[config.mk]
export PLATFORM = sky130hd
export DESIGN_NAME = uart_dec_msg_tx
export DESIGN_NICKNAME = d
export VERILOG_FILES = /design/src/rtl/uart_fmt_pkg.sv /design/src/rtl/bin2bcd_seq.sv /design/src/rtl/uart_dec_msg_tx.sv
export SDC_FILE = /design/constraint.sdc
export NUM_CORES = 1
export LEC_CHECK = 0
export CAP_MARGIN = 20
export CELL_PAD_IN_SITES_DETAIL_PLACEMENT = 1
export CELL_PAD_IN_SITES_GLOBAL_PLACEMENT = 1
export CORE_UTILIZATION = 46
export CTS_CLUSTER_SIZE = 30
export DETAILED_ROUTE_END_ITERATION = 10
export PLACE_DENSITY_LB_ADDON = 0.1
export SYNTH_ARGS = -nofsm -noshare
export SYNTH_HDL_FRONTEND = slang
export SYNTH_SLANG_ARGS = --single-unit
export TNS_END_PERCENT = 30
[constraint.sdc]
create_clock -name clk -period 4.95 [get_ports clk]
set_input_delay 0.99 -clock clk [delete_from_list [all_inputs] [get_ports clk]]
set_output_delay 0.99 -clock clk [all_outputs]
set_load 0.02 [all_outputs]
[src/rtl/uart_fmt_pkg.sv]
// rtl/uart_fmt_pkg.sv - shared ASCII constants, sequencer states and BCD sizing for the decimal message sender
package uart_fmt_pkg;

    localparam logic [7:0] CH_LT    = 8'h3C;
    localparam logic [7:0] CH_GT    = 8'h3E;
    localparam logic [7:0] CH_CR    = 8'h0D;
    localparam logic [7:0] CH_LF    = 8'h0A;
    localparam logic [7:0] CH_ZERO  = 8'h30;
    localparam logic [7:0] CH_MINUS = 8'h2D;

    typedef enum logic [2:0] {
        ST_IDLE  = 3'd0,
        ST_CONV  = 3'd1,
        ST_SEND  = 3'd2,
        ST_GUARD = 3'd3,
        ST_WAIT  = 3'd4,
        ST_DONE  = 3'd5
    } state_e;

    // Decimal digits needed for 2^width-1: floor(width*log10(2))+1, in integer arithmetic.
    function automatic int bcd_digits(input int width);
        return (width * 30103) / 100000 + 1;
    endfunction

endpackage

[src/rtl/bin2bcd_seq.sv]
// rtl/bin2bcd_seq.sv - iterative double-dabble converter, one input bit per cycle, DATA_W-cycle latency
module bin2bcd_seq
    import uart_fmt_pkg::*;
#(
    parameter int DATA_W = 16
) (
    input  logic                                clk,
    input  logic                                rst_n,
    input  logic                                load_i,
    input  logic [DATA_W-1:0]                   value_i,
    output logic                                done_o,
    output logic [4*bcd_digits(DATA_W)-1:0]     bcd_o
);

    localparam int DFULL = bcd_digits(DATA_W);
    localparam int CNT_W = $clog2(DATA_W + 1);

    logic [DATA_W-1:0]  bin_q, bin_d;
    logic [4*DFULL-1:0] bcd_q, bcd_d;
    logic [4*DFULL-1:0] adj;
    logic [CNT_W-1:0]   cnt_q, cnt_d;

    always_comb begin
        adj = bcd_q;
        for (int i = 0; i < DFULL; i++) begin
            if (bcd_q[4*i +: 4] >= 4'd5) begin
                adj[4*i +: 4] = bcd_q[4*i +: 4] + 4'd3;
            end
        end
        bin_d = bin_q;
        bcd_d = bcd_q;
        cnt_d = cnt_q;
        if (load_i) begin
            bin_d = value_i;
            bcd_d = '0;
            cnt_d = CNT_W'(DATA_W);
        end else if (cnt_q != '0) begin
            bcd_d = {adj[4*DFULL-2:0], bin_q[DATA_W-1]};
            bin_d = bin_q << 1;
            cnt_d = cnt_q - CNT_W'(1);
        end
    end

    always_ff @(posedge clk) begin
        if (!rst_n) begin
            bin_q <= '0;
            bcd_q <= '0;
            cnt_q <= '0;
        end else begin
            bin_q <= bin_d;
            bcd_q <= bcd_d;
            cnt_q <= cnt_d;
        end
    end

    // High during the cycle whose closing edge performs the final shift.
    assign done_o = (cnt_q == CNT_W'(1));
    assign bcd_o  = bcd_q;

endmodule

[src/rtl/uart_dec_msg_tx.sv]
// rtl/uart_dec_msg_tx.sv - decimal message sender to a byte UART; UART_DEC_MSG_TX_SIGNED_EN adds signed input
module uart_dec_msg_tx
    import uart_fmt_pkg::*;
#(
    parameter int         DATA_W      = 16,
    parameter int         NUM_DIGITS  = 5,
    parameter logic [7:0] PREFIX_CHAR = CH_LT,
    parameter logic [7:0] SUFFIX_CHAR = CH_GT,
    parameter bit         EOL_EN      = 1'b1
) (
    input  logic              clk,
    input  logic              rst_n,
    input  logic              start,
    input  logic [DATA_W-1:0] value,
    input  logic              zero_pad,
`ifdef UART_DEC_MSG_TX_SIGNED_EN
    input  logic              is_signed,
`endif
    output logic              uart_tx_en,
    output logic [7:0]        uart_tx_data,
    input  logic              uart_tx_busy,
    output logic              busy,
    output logic              done,
    output logic              overflow
);

    localparam int DFULL = bcd_digits(DATA_W);
    localparam int MAXD  = (NUM_DIGITS > DFULL) ? NUM_DIGITS : DFULL;
    localparam int NSEQ  = NUM_DIGITS + 5;
    localparam int POS_W = $clog2(NSEQ + 1);

    state_e             state_q, state_d;
    logic               start_q;
    logic               zpad_q, zpad_d;
    logic               neg_q, neg_d;
    logic [POS_W-1:0]   pos_q, pos_d;
    logic               en_q, en_d;
    logic [7:0]         data_q, data_d;
    logic               ovf_q, ovf_d;

    logic               accept;
    logic               neg_in;
    logic [DATA_W-1:0]  conv_in;
    logic               conv_done;
    logic [4*DFULL-1:0] bcd;
    logic [4*MAXD-1:0]  bcd_pad;
    logic [3:0]         dig [NUM_DIGITS];
    logic               ovf;
    logic [NSEQ-1:0]    pos_en;
    logic               seen;
    logic [POS_W-1:0]   cur;
    logic [7:0]         cur_byte;

    assign accept = (state_q == ST_IDLE) && start && !start_q;

`ifdef UART_DEC_MSG_TX_SIGNED_EN
    // The most negative value negates to itself, which is the right magnitude read unsigned.
    assign neg_in  = is_signed & value[DATA_W-1];
    assign conv_in = neg_in ? (~value + DATA_W'(1)) : value;
`else
    assign neg_in  = 1'b0;
    assign conv_in = value;
`endif

    bin2bcd_seq #(.DATA_W(DATA_W)) u_bin2bcd (
        .clk     (clk),
        .rst_n   (rst_n),
        .load_i  (accept),
        .value_i (conv_in),
        .done_o  (conv_done),
        .bcd_o   (bcd)
    );

    assign bcd_pad = (4*MAXD)'(bcd);

    always_comb begin
        ovf = 1'b0;
        for (int i = NUM_DIGITS; i < MAXD; i++) begin
            if (bcd_pad[4*i +: 4] != 4'd0) ovf = 1'b1;
        end
        for (int i = 0; i < NUM_DIGITS; i++) begin
            dig[i] = ovf ? 4'd9 : bcd_pad[4*i +: 4];
        end
    end

    // Position map: 0 prefix, 1 sign, 2.. digits (most significant first), then suffix, CR, LF.
    always_comb begin
        pos_en    = '0;
        pos_en[0] = (PREFIX_CHAR != 8'h00);
        pos_en[1] = neg_q;
        seen      = zpad_q;
        for (int j = 0; j < NUM_DIGITS; j++) begin
            if ((dig[NUM_DIGITS-1-j] != 4'd0) || (j == NUM_DIGITS-1)) seen = 1'b1;
            pos_en[2+j] = seen;
        end
        pos_en[NUM_DIGITS+2] = (SUFFIX_CHAR != 8'h00);
        pos_en[NUM_DIGITS+3] = EOL_EN;
        pos_en[NUM_DIGITS+4] = EOL_EN;
    end

    always_comb begin
        cur = POS_W'(NSEQ);
        for (int p = NSEQ-1; p >= 0; p--) begin
            if (pos_en[p] && (POS_W'(p) >= pos_q)) cur = POS_W'(p);
        end
    end

    always_comb begin
        cur_byte = CH_LF;
        if (cur == POS_W'(0)) cur_byte = PREFIX_CHAR;
        if (cur == POS_W'(1)) cur_byte = CH_MINUS;
        for (int j = 0; j < NUM_DIGITS; j++) begin
            if (cur == POS_W'(2+j)) cur_byte = CH_ZERO + {4'h0, dig[NUM_DIGITS-1-j]};
        end
        if (cur == POS_W'(NUM_DIGITS+2)) cur_byte = SUFFIX_CHAR;
        if (cur == POS_W'(NUM_DIGITS+3)) cur_byte = CH_CR;
    end

    always_comb begin
        state_d = state_q;
        zpad_d  = zpad_q;
        neg_d   = neg_q;
        pos_d   = pos_q;
        en_d    = 1'b0;
        data_d  = data_q;
        ovf_d   = ovf_q;
        unique case (state_q)
            ST_IDLE: begin
                if (accept) begin
                    state_d = ST_CONV;
                    zpad_d  = zero_pad;
                    neg_d   = neg_in;
                    pos_d   = '0;
                    ovf_d   = 1'b0;
                end
            end
            ST_CONV: begin
                if (conv_done) state_d = ST_SEND;
            end
            ST_SEND: begin
                if (!uart_tx_busy) begin
                    en_d    = 1'b1;
                    data_d  = cur_byte;
                    pos_d   = cur + POS_W'(1);
                    state_d = ST_GUARD;
                end
            end
            ST_GUARD: state_d = ST_WAIT;
            ST_WAIT: begin
                if (!uart_tx_busy) begin
                    if (cur == POS_W'(NSEQ)) begin
                        state_d = ST_DONE;
                        ovf_d   = ovf;
                    end else begin
                        state_d = ST_SEND;
                    end
                end
            end
            ST_DONE: state_d = ST_IDLE;
            default: state_d = ST_IDLE;
        endcase
    end

    always_ff @(posedge clk) begin
        if (!rst_n) begin
            state_q <= ST_IDLE;
            start_q <= 1'b0;
            zpad_q  <= 1'b0;
            neg_q   <= 1'b0;
            pos_q   <= '0;
            en_q    <= 1'b0;
            data_q  <= 8'h00;
            ovf_q   <= 1'b0;
        end else begin
            state_q <= state_d;
            start_q <= start;
            zpad_q  <= zpad_d;
            neg_q   <= neg_d;
            pos_q   <= pos_d;
            en_q    <= en_d;
            data_q  <= data_d;
            ovf_q   <= ovf_d;
        end
    end

    assign uart_tx_en   = en_q;
    assign uart_tx_data = data_q;
    assign busy         = (state_q != ST_IDLE) && (state_q != ST_DONE);
    assign done         = (state_q == ST_DONE);
    assign overflow     = ovf_q;

endmodule
## Word level (Yosys, flattened, before mapping)

Cells that the tools add are included.

| operators by class | value |
|---|---|
| $add $sub $neg | 12 |
| magnitude comparators | 14 |
| equal/unequal tests | 21 |
| multiplexer cells | 45 |
| bitwise logic cells | 2 |
| reduce and logical (&&, ||, !) cells | 26 |

Operators by type and width:

| kind | count |
|---|---|
| 2-to-1 mux 8 bit | 8 |
| 2-to-1 mux 4 bit | 14 |
| adder 6 x 4 -> 7 bit, first input constant | 5 |
| 2-to-1 mux 16 bit | 2 |
| >= comparator 4 x 3 -> 1 bit, second input constant | 5 |
| 2-to-1 mux 3 bit | 6 |
| adder 4 x 2 -> 4 bit, second input constant | 4 |
| == test 4 x 3 -> 1 bit, second input constant | 4 |
| >= comparator 3 x 4 -> 1 bit, first input constant | 4 |
| nonzero test 4 bit | 4 |
| case mux 3 bit (5 select lines) | 1 |
| 2-to-1 mux 5 bit | 2 |
| inequality test 2 bit, second input constant | 5 |
| == test 4 x 2 -> 1 bit, second input constant | 2 |
| == test 4 bit, second input constant | 2 |
| >= comparator 2 x 4 -> 1 bit, first input constant | 2 |
| >= comparator 4 bit, first input constant | 2 |
| 2-to-1 mux 1 bit | 8 |
| case mux 4 bit (2 select lines) | 1 |
| AND reduction 4 bit | 2 |
| logical AND 1 bit | 7 |
| == test 3 x 2 -> 1 bit, second input constant | 2 |
| == test 3 bit, second input constant | 2 |
| 2-to-1 mux 6 bit | 1 |
| other kinds (20) | 25 |

| storage, ports and cells | value |
|---|---|
| register bits after elaboration | 60 |
| input port bits | 21 |
| output and inout bits | 12 |
| word-level logic and storage cells | 131 |

## Logic depth before layout (Yosys ltp)

| depth | value |
|---|---|
| word-level depth | 21 |
| mapped depth | 14 |
| gate-level depth less buffers | 13 |

## Hierarchy

From an unflattened synthesis, not the netlist that was laid out.

| second synthesis, totals | value |
|---|---|
| cell total of the unflattened synthesis | 416 |
| area, all modules | 3,373.2 µm² |

Modules (own cells, without submodules):

| module | times used | cells an instance | area an instance (µm²) | seq. area each (µm²) |
|---|---|---|---|---|
| bin2bcd_seq | 1 | 258 | 2,094.5 | 820.8 |
| uart_dec_msg_tx | 1 | 158 | 1,278.7 | 320.3 |

## Worst setup path before layout

OpenSTA, ideal clock, no wires.

| timing path | value |
|---|---|
| path type | register to register |
| start | register u_bin2bcd.bcd_q[12], in the netlist u_bin2bcd.bcd_o[12] |
| end | register data_q[3], in the netlist uart_tx_data[3] |
| arrival | 2.870 ns |
| data required time | 4.829 ns |
| slack | 1.959 ns |
| stages on the path, launching flop included | 15 |
| path buffers | 2 |
| path through | dfxtp_1 > inv_1 > ha_1 > nor3b_1 > nand2_2 > o311a_1 > o31a_1 > inv_1 > ha_1 > clkbuf_1 > clkbuf_1 > mux2i_1 > mux2i_1 > o221ai_1 > a21oi_1 |

| between the ends | value |
|---|---|
| longest elaborated chain between the ends | 19 |
| elaborated cells on any way between the ends | 29 |

RTL lines:

| element | line | RTL |
|---|---|---|
| start, declared | bin2bcd_seq.sv:19 | `logic [4*DFULL-1:0] bcd_q, bcd_d;` |
| start signal, assigned | bin2bcd_seq.sv:47 | `bcd_q <= '0;` |
| start signal, assigned | bin2bcd_seq.sv:51 | `bcd_q <= bcd_d;` |
| nonzero test 4 bit | uart_dec_msg_tx.sv:93 | `if ((dig[NUM_DIGITS-1-j] != 4'd0) \|\| (j == NUM_DIGITS-1)) seen = 1'b1;` |
| 2-to-1 mux 1 bit (3 in a row) | uart_dec_msg_tx.sv:93 |  |
| logical AND 1 bit | uart_dec_msg_tx.sv:104 | `if (pos_en[p] && (POS_W'(p) >= pos_q)) cur = POS_W'(p);` |
| 2-to-1 mux 4 bit (5 in a row) | uart_dec_msg_tx.sv:104 |  |
| == test 4 x 1 -> 1 bit | uart_dec_msg_tx.sv:111 | `if (cur == POS_W'(1)) cur_byte = CH_MINUS;` |
| 2-to-1 mux 8 bit | uart_dec_msg_tx.sv:111 |  |
| 2-to-1 mux 8 bit (5 in a row) | uart_dec_msg_tx.sv:113 | `if (cur == POS_W'(2+j)) cur_byte = CH_ZERO + {4'h0, dig[NUM_DIGITS-1-j]};` |
| 2-to-1 mux 8 bit | uart_dec_msg_tx.sv:115 | `if (cur == POS_W'(NUM_DIGITS+2)) cur_byte = SUFFIX_CHAR;` |
| 2-to-1 mux 8 bit (*) | uart_dec_msg_tx.sv:116 | `if (cur == POS_W'(NUM_DIGITS+3)) cur_byte = CH_CR;` |
| end signal, assigned | uart_dec_msg_tx.sv:181 | `data_q <= data_d;` |
| end, declared | uart_dec_msg_tx.sv:38 | `logic [7:0] data_q, data_d;` |

Every way passes the cells marked *; elsewhere a longest branch is shown, timed or not.
A chain may end at the register's enable or synchronous reset.

## Worst setup path after layout

| timing path | value |
|---|---|
| start | register u_bin2bcd.bcd_q[12], in the netlist u_bin2bcd.bcd_o[12] |
| end | register data_q[2], in the netlist uart_tx_data[2] |

| between the ends | value |
|---|---|
| longest elaborated chain between the ends | 20 |
| elaborated cells on any way between the ends | 31 |

RTL lines:

| element | line | RTL |
|---|---|---|
| nonzero test 4 bit | uart_dec_msg_tx.sv:93 |  |
| 2-to-1 mux 1 bit (3 in a row) | uart_dec_msg_tx.sv:93 |  |
| logical AND 1 bit | uart_dec_msg_tx.sv:104 |  |
| 2-to-1 mux 4 bit (5 in a row) | uart_dec_msg_tx.sv:104 |  |
| logical NOT 4 bit | uart_dec_msg_tx.sv:110 | `if (cur == POS_W'(0)) cur_byte = PREFIX_CHAR;` |
| 2-to-1 mux 6 bit | uart_dec_msg_tx.sv:110 |  |
| 2-to-1 mux 8 bit | uart_dec_msg_tx.sv:111 |  |
| 2-to-1 mux 8 bit (5 in a row) | uart_dec_msg_tx.sv:113 |  |
| 2-to-1 mux 8 bit | uart_dec_msg_tx.sv:115 |  |
| 2-to-1 mux 8 bit (*) | uart_dec_msg_tx.sv:116 |  |

Marks and branches as above.

==> metrics.cfg <==
[status]
status = complete, no violations

[synth]
ys_ff_latch = 57
synthFlopType = dfxtp_1
yosys_warnings = 0
synth_area_sq_um = 3320
yosys.cell_types.count = 54
synth_edf_count = 0
async_flop_share_pct = 0
postSynthCellCount = 429
avgSynthCellArea_sq_um = 7.74
ys_seq_area_share_pct = 34.4

[global_routing]
antenna_found_initial = 0
grtUsageTotal_pct = 25.1
grt_pass1_vias = 3040
grt_pass1_wl_microns = 14600
grt_max_degree = 37
grt_overflow = 0

[detailed_routing]
ant_nets = 0
drc = 0
drtIter0Drc = 116
viasPerCell = 5.72
num_vias = 3116
wl_per_cell_microns = 16.1
drt_wl_total_microns = 8770
dr.pass1.iters = 4

[worst_setup_path]
start_kind = flop
crit_path_top_delay_cell = ha_1
end_kind = flop
cpPeakStageDelay_ns = 0.51
r2r-start = u_bin2bcd.bcd_o[12]
path_max_fanout = 17
crit_family = compound AO/OA/AOI/OAI gates
r2r_slack_ns = 1.50
critPathRequiredTime_ns = 5.22
critPathBufInv = 2
path_cells = inv_1 -> ha_1 -> nor3b_1 -> nand2_2 -> o311a_1 -> o31a_1 -> inv_1 -> ha_1 -> nor3_1 -> nor3_1 -> a21oi_1 -> a211o_1 -> a21oi_1
crit_type = reg2reg
crit_arrival_ns = 3.72
reg2reg_to = uart_tx_data[2]
reg2reg_depth = 13

[sta]
fmax_mhz = 290
finalCriticalPeriod_ns = 3.45
setup_viol = 0
slew_headroom_pct = 42.6
tightest_slew_ns = 0.859
finalHoldViolCount = 0
period_share_pct = 69.7
finalMaxSlewViolations = 0
grt_setup_unrepaired = false
skew_ns = 0.00737
setup_tns_ns = 0

[final_layout]
fin_nets = 486
multiInputGateArea_sq_um = 1990
fill_cells = 876
postLayoutCoreUtil_pct = 55.4
register_area_sq_um = 1140
drive_gt1_share_pct = 6.01
diodes = 0
fin_cells = 545
area_growth_pct = 14.5

[placement]
gp_congestion = 0.838
io_buffers = 29
placedCellCount = 529
dp_hpwl_microns = 6040

[worst_hold_path]
whs_path_depth = 2
min_path_type = reg2reg
hp-start = uart_tx_data[4]
hold_end = uart_tx_data[4]

[floorplan]
core_area_sq_um = 6870
die_area_sq_um = 7570
io_pins = 33
die_w_microns = 87.0
die_h_microns = 87.0
start_util_pct = 48.4
rows = 30

[clock_tree]
clkLatencyLatePin_ns = 0.34
cts_hold_buffers = 0
cts_setup_buffers = 0
htree_num_levels = 3
cts_buffer_depth = 2
cts_resized = 0
cts_tree = built
cts-buffers-inserted = 9
root_buffer = clkbuf_8
clk_pin_slew_ns = 0.07
clkSinkCount = 57

[pwr]
power_per_cell_area_nw_per_um2 = 523
ir_drop_v = 0.000534
leakagePower_nw = 1.41

[run]
cap_violations = 0

## layout make-up
cell class | count | area share, %
Clock buffer | 9 | 3.26
Clock inverter | 7 | 1.22
Inverter | 17 | 1.68
Multi-Input combinational cell | 326 | 52.3
Sequential cell | 57 | 30.0
Tap cell | 96 | 3.16
Timing Repair Buffer | 33 | 8.42
## how the worst max path moves through the flow
| stage | end | from | cells after the start |
|---|---|---|---|
| after global placement | uart_tx_data[1] | u_bin2bcd.bcd_o[12] | 13 |
| after CTS | uart_tx_data[2] | u_bin2bcd.bcd_o[12] | 13 |
| final | uart_tx_data[2] | u_bin2bcd.bcd_o[12] | 13 |
| after detailed placement | uart_tx_data[2] | u_bin2bcd.bcd_o[12] | 13 |
| after floorplan | uart_tx_data[3] | u_bin2bcd.bcd_o[12] | 14 |
| after global routing | uart_tx_data[2] | u_bin2bcd.bcd_o[12] | 13 |
## worst min-delay path: stages (launching register included)
cell     delay, ns
dfxtp_1       0.31
nand2_1       0.05
a21oi_1       0.05
## report_power, final
part           leakage, nW  switching [mW]  total, mW  internal [mW]
clock               0.0814           0.208      0.388          0.180
combinational        0.862           0.579      0.930          0.352
sequential           0.465           0.104      0.672          0.568
total                 1.41           0.891       1.99           1.10
## synthesized netlist by cell type, types with 3 or more instances
cell | count | share of area, %
a31oi_1 | 3 | 0.57
clkbuf_1 | 21 | 2.4
a211oi_1 | 8 | 1.8
inv_1 | 16 | 1.8
a311oi_1 | 15 | 4.0
nor2b_1 | 5 | 0.94
a21oi_1 | 44 | 6.6
nand3_1 | 10 | 1.5
nor3_1 | 14 | 2.1
xnor2_1 | 10 | 2.6
and2_1 | 3 | 0.57
nand2b_1 | 9 | 1.7
o21ai_0 | 17 | 2.6
nor2_1 | 44 | 5.0
dfxtp_1 | 57 | 34
ha_1 | 21 | 7.9
buf_2 | 7 | 1.1
o211ai_1 | 3 | 0.68
nor3b_1 | 8 | 1.8
mux2i_1 | 7 | 2.1
buf_4 | 3 | 0.68
nand3b_1 | 3 | 0.68
nand2_1 | 67 | 7.6
## sequential cells by signal, summed over array words and instances, names as in the netlist
signal           cells
u_bin2bcd.bin_q     16
uart_tx_en           1
state_q              3
start_q              1
pos_q                4
uart_tx_data         6
u_bin2bcd.cnt_q      5
u_bin2bcd.bcd_o     20
zpad_q               1
## placed cells by master (no fill, tap or decap), drive strengths merged, types with 2 or more instances in the layout
master | synthesis | layout
buf | 10 | 4
nor4 | 2 | 2
clkbuf | 21 | 9
nor4b | 2 | 2
and2 | 3 | 3
xnor2 | 10 | 10
o211ai | 3 | 3
mux2 | 2 | 2
conb | 1 | 3
nor3 | 14 | 14
nor3b | 8 | 8
a311oi | 15 | 15
clkdlybuf4s50 | 0 | 29
inv | 16 | 17
clkinv | 1 | 4
nor2b | 5 | 5
dfxtp | 57 | 57
ha | 21 | 21
o21ai | 17 | 17
nand3b | 3 | 3
nand2 | 68 | 68
nand3 | 10 | 10
a31oi | 4 | 4
a21oi | 44 | 44
nand2b | 9 | 9
nor2 | 44 | 44
a211oi | 8 | 8
mux2i | 7 | 7
clkinvlp | 0 | 3
o221ai | 2 | 2
## routing by layer
metal  part of all wire (%)  track usage (%)  vias up
met2                     46             40.1       69
met3                    3.3             5.02       14
met5                      0                0        -
met1                     49             33.0     1505
li1                       -                -     1528
met4                    1.6             10.3        0
## logic make-up after synthesis
logic type | share of synthesized area, %
compound gates | 20.3
xor+xnor | 2.90
fa+ha+maj | 7.91
buf+inv | 6.03
flops | 34.4
mux | 2.79
other cells | 0.113
simple gates | 25.6
## stage by stage
step	worst slack, ns	instance area, sq um	hold WS (ns)	total power [mW]
floorplan	1.96	3330	0.437	1.36
finish	1.50	3800	0.459	1.99
global route	1.23	3800	0.478	2.15
detailed placement	1.55	3630	0.451	1.60
global placement	1.68	3630	0.444	1.57
CTS	1.51	3800	0.461	2.00
No activity file was read; power rests on OpenSTA's default activity.
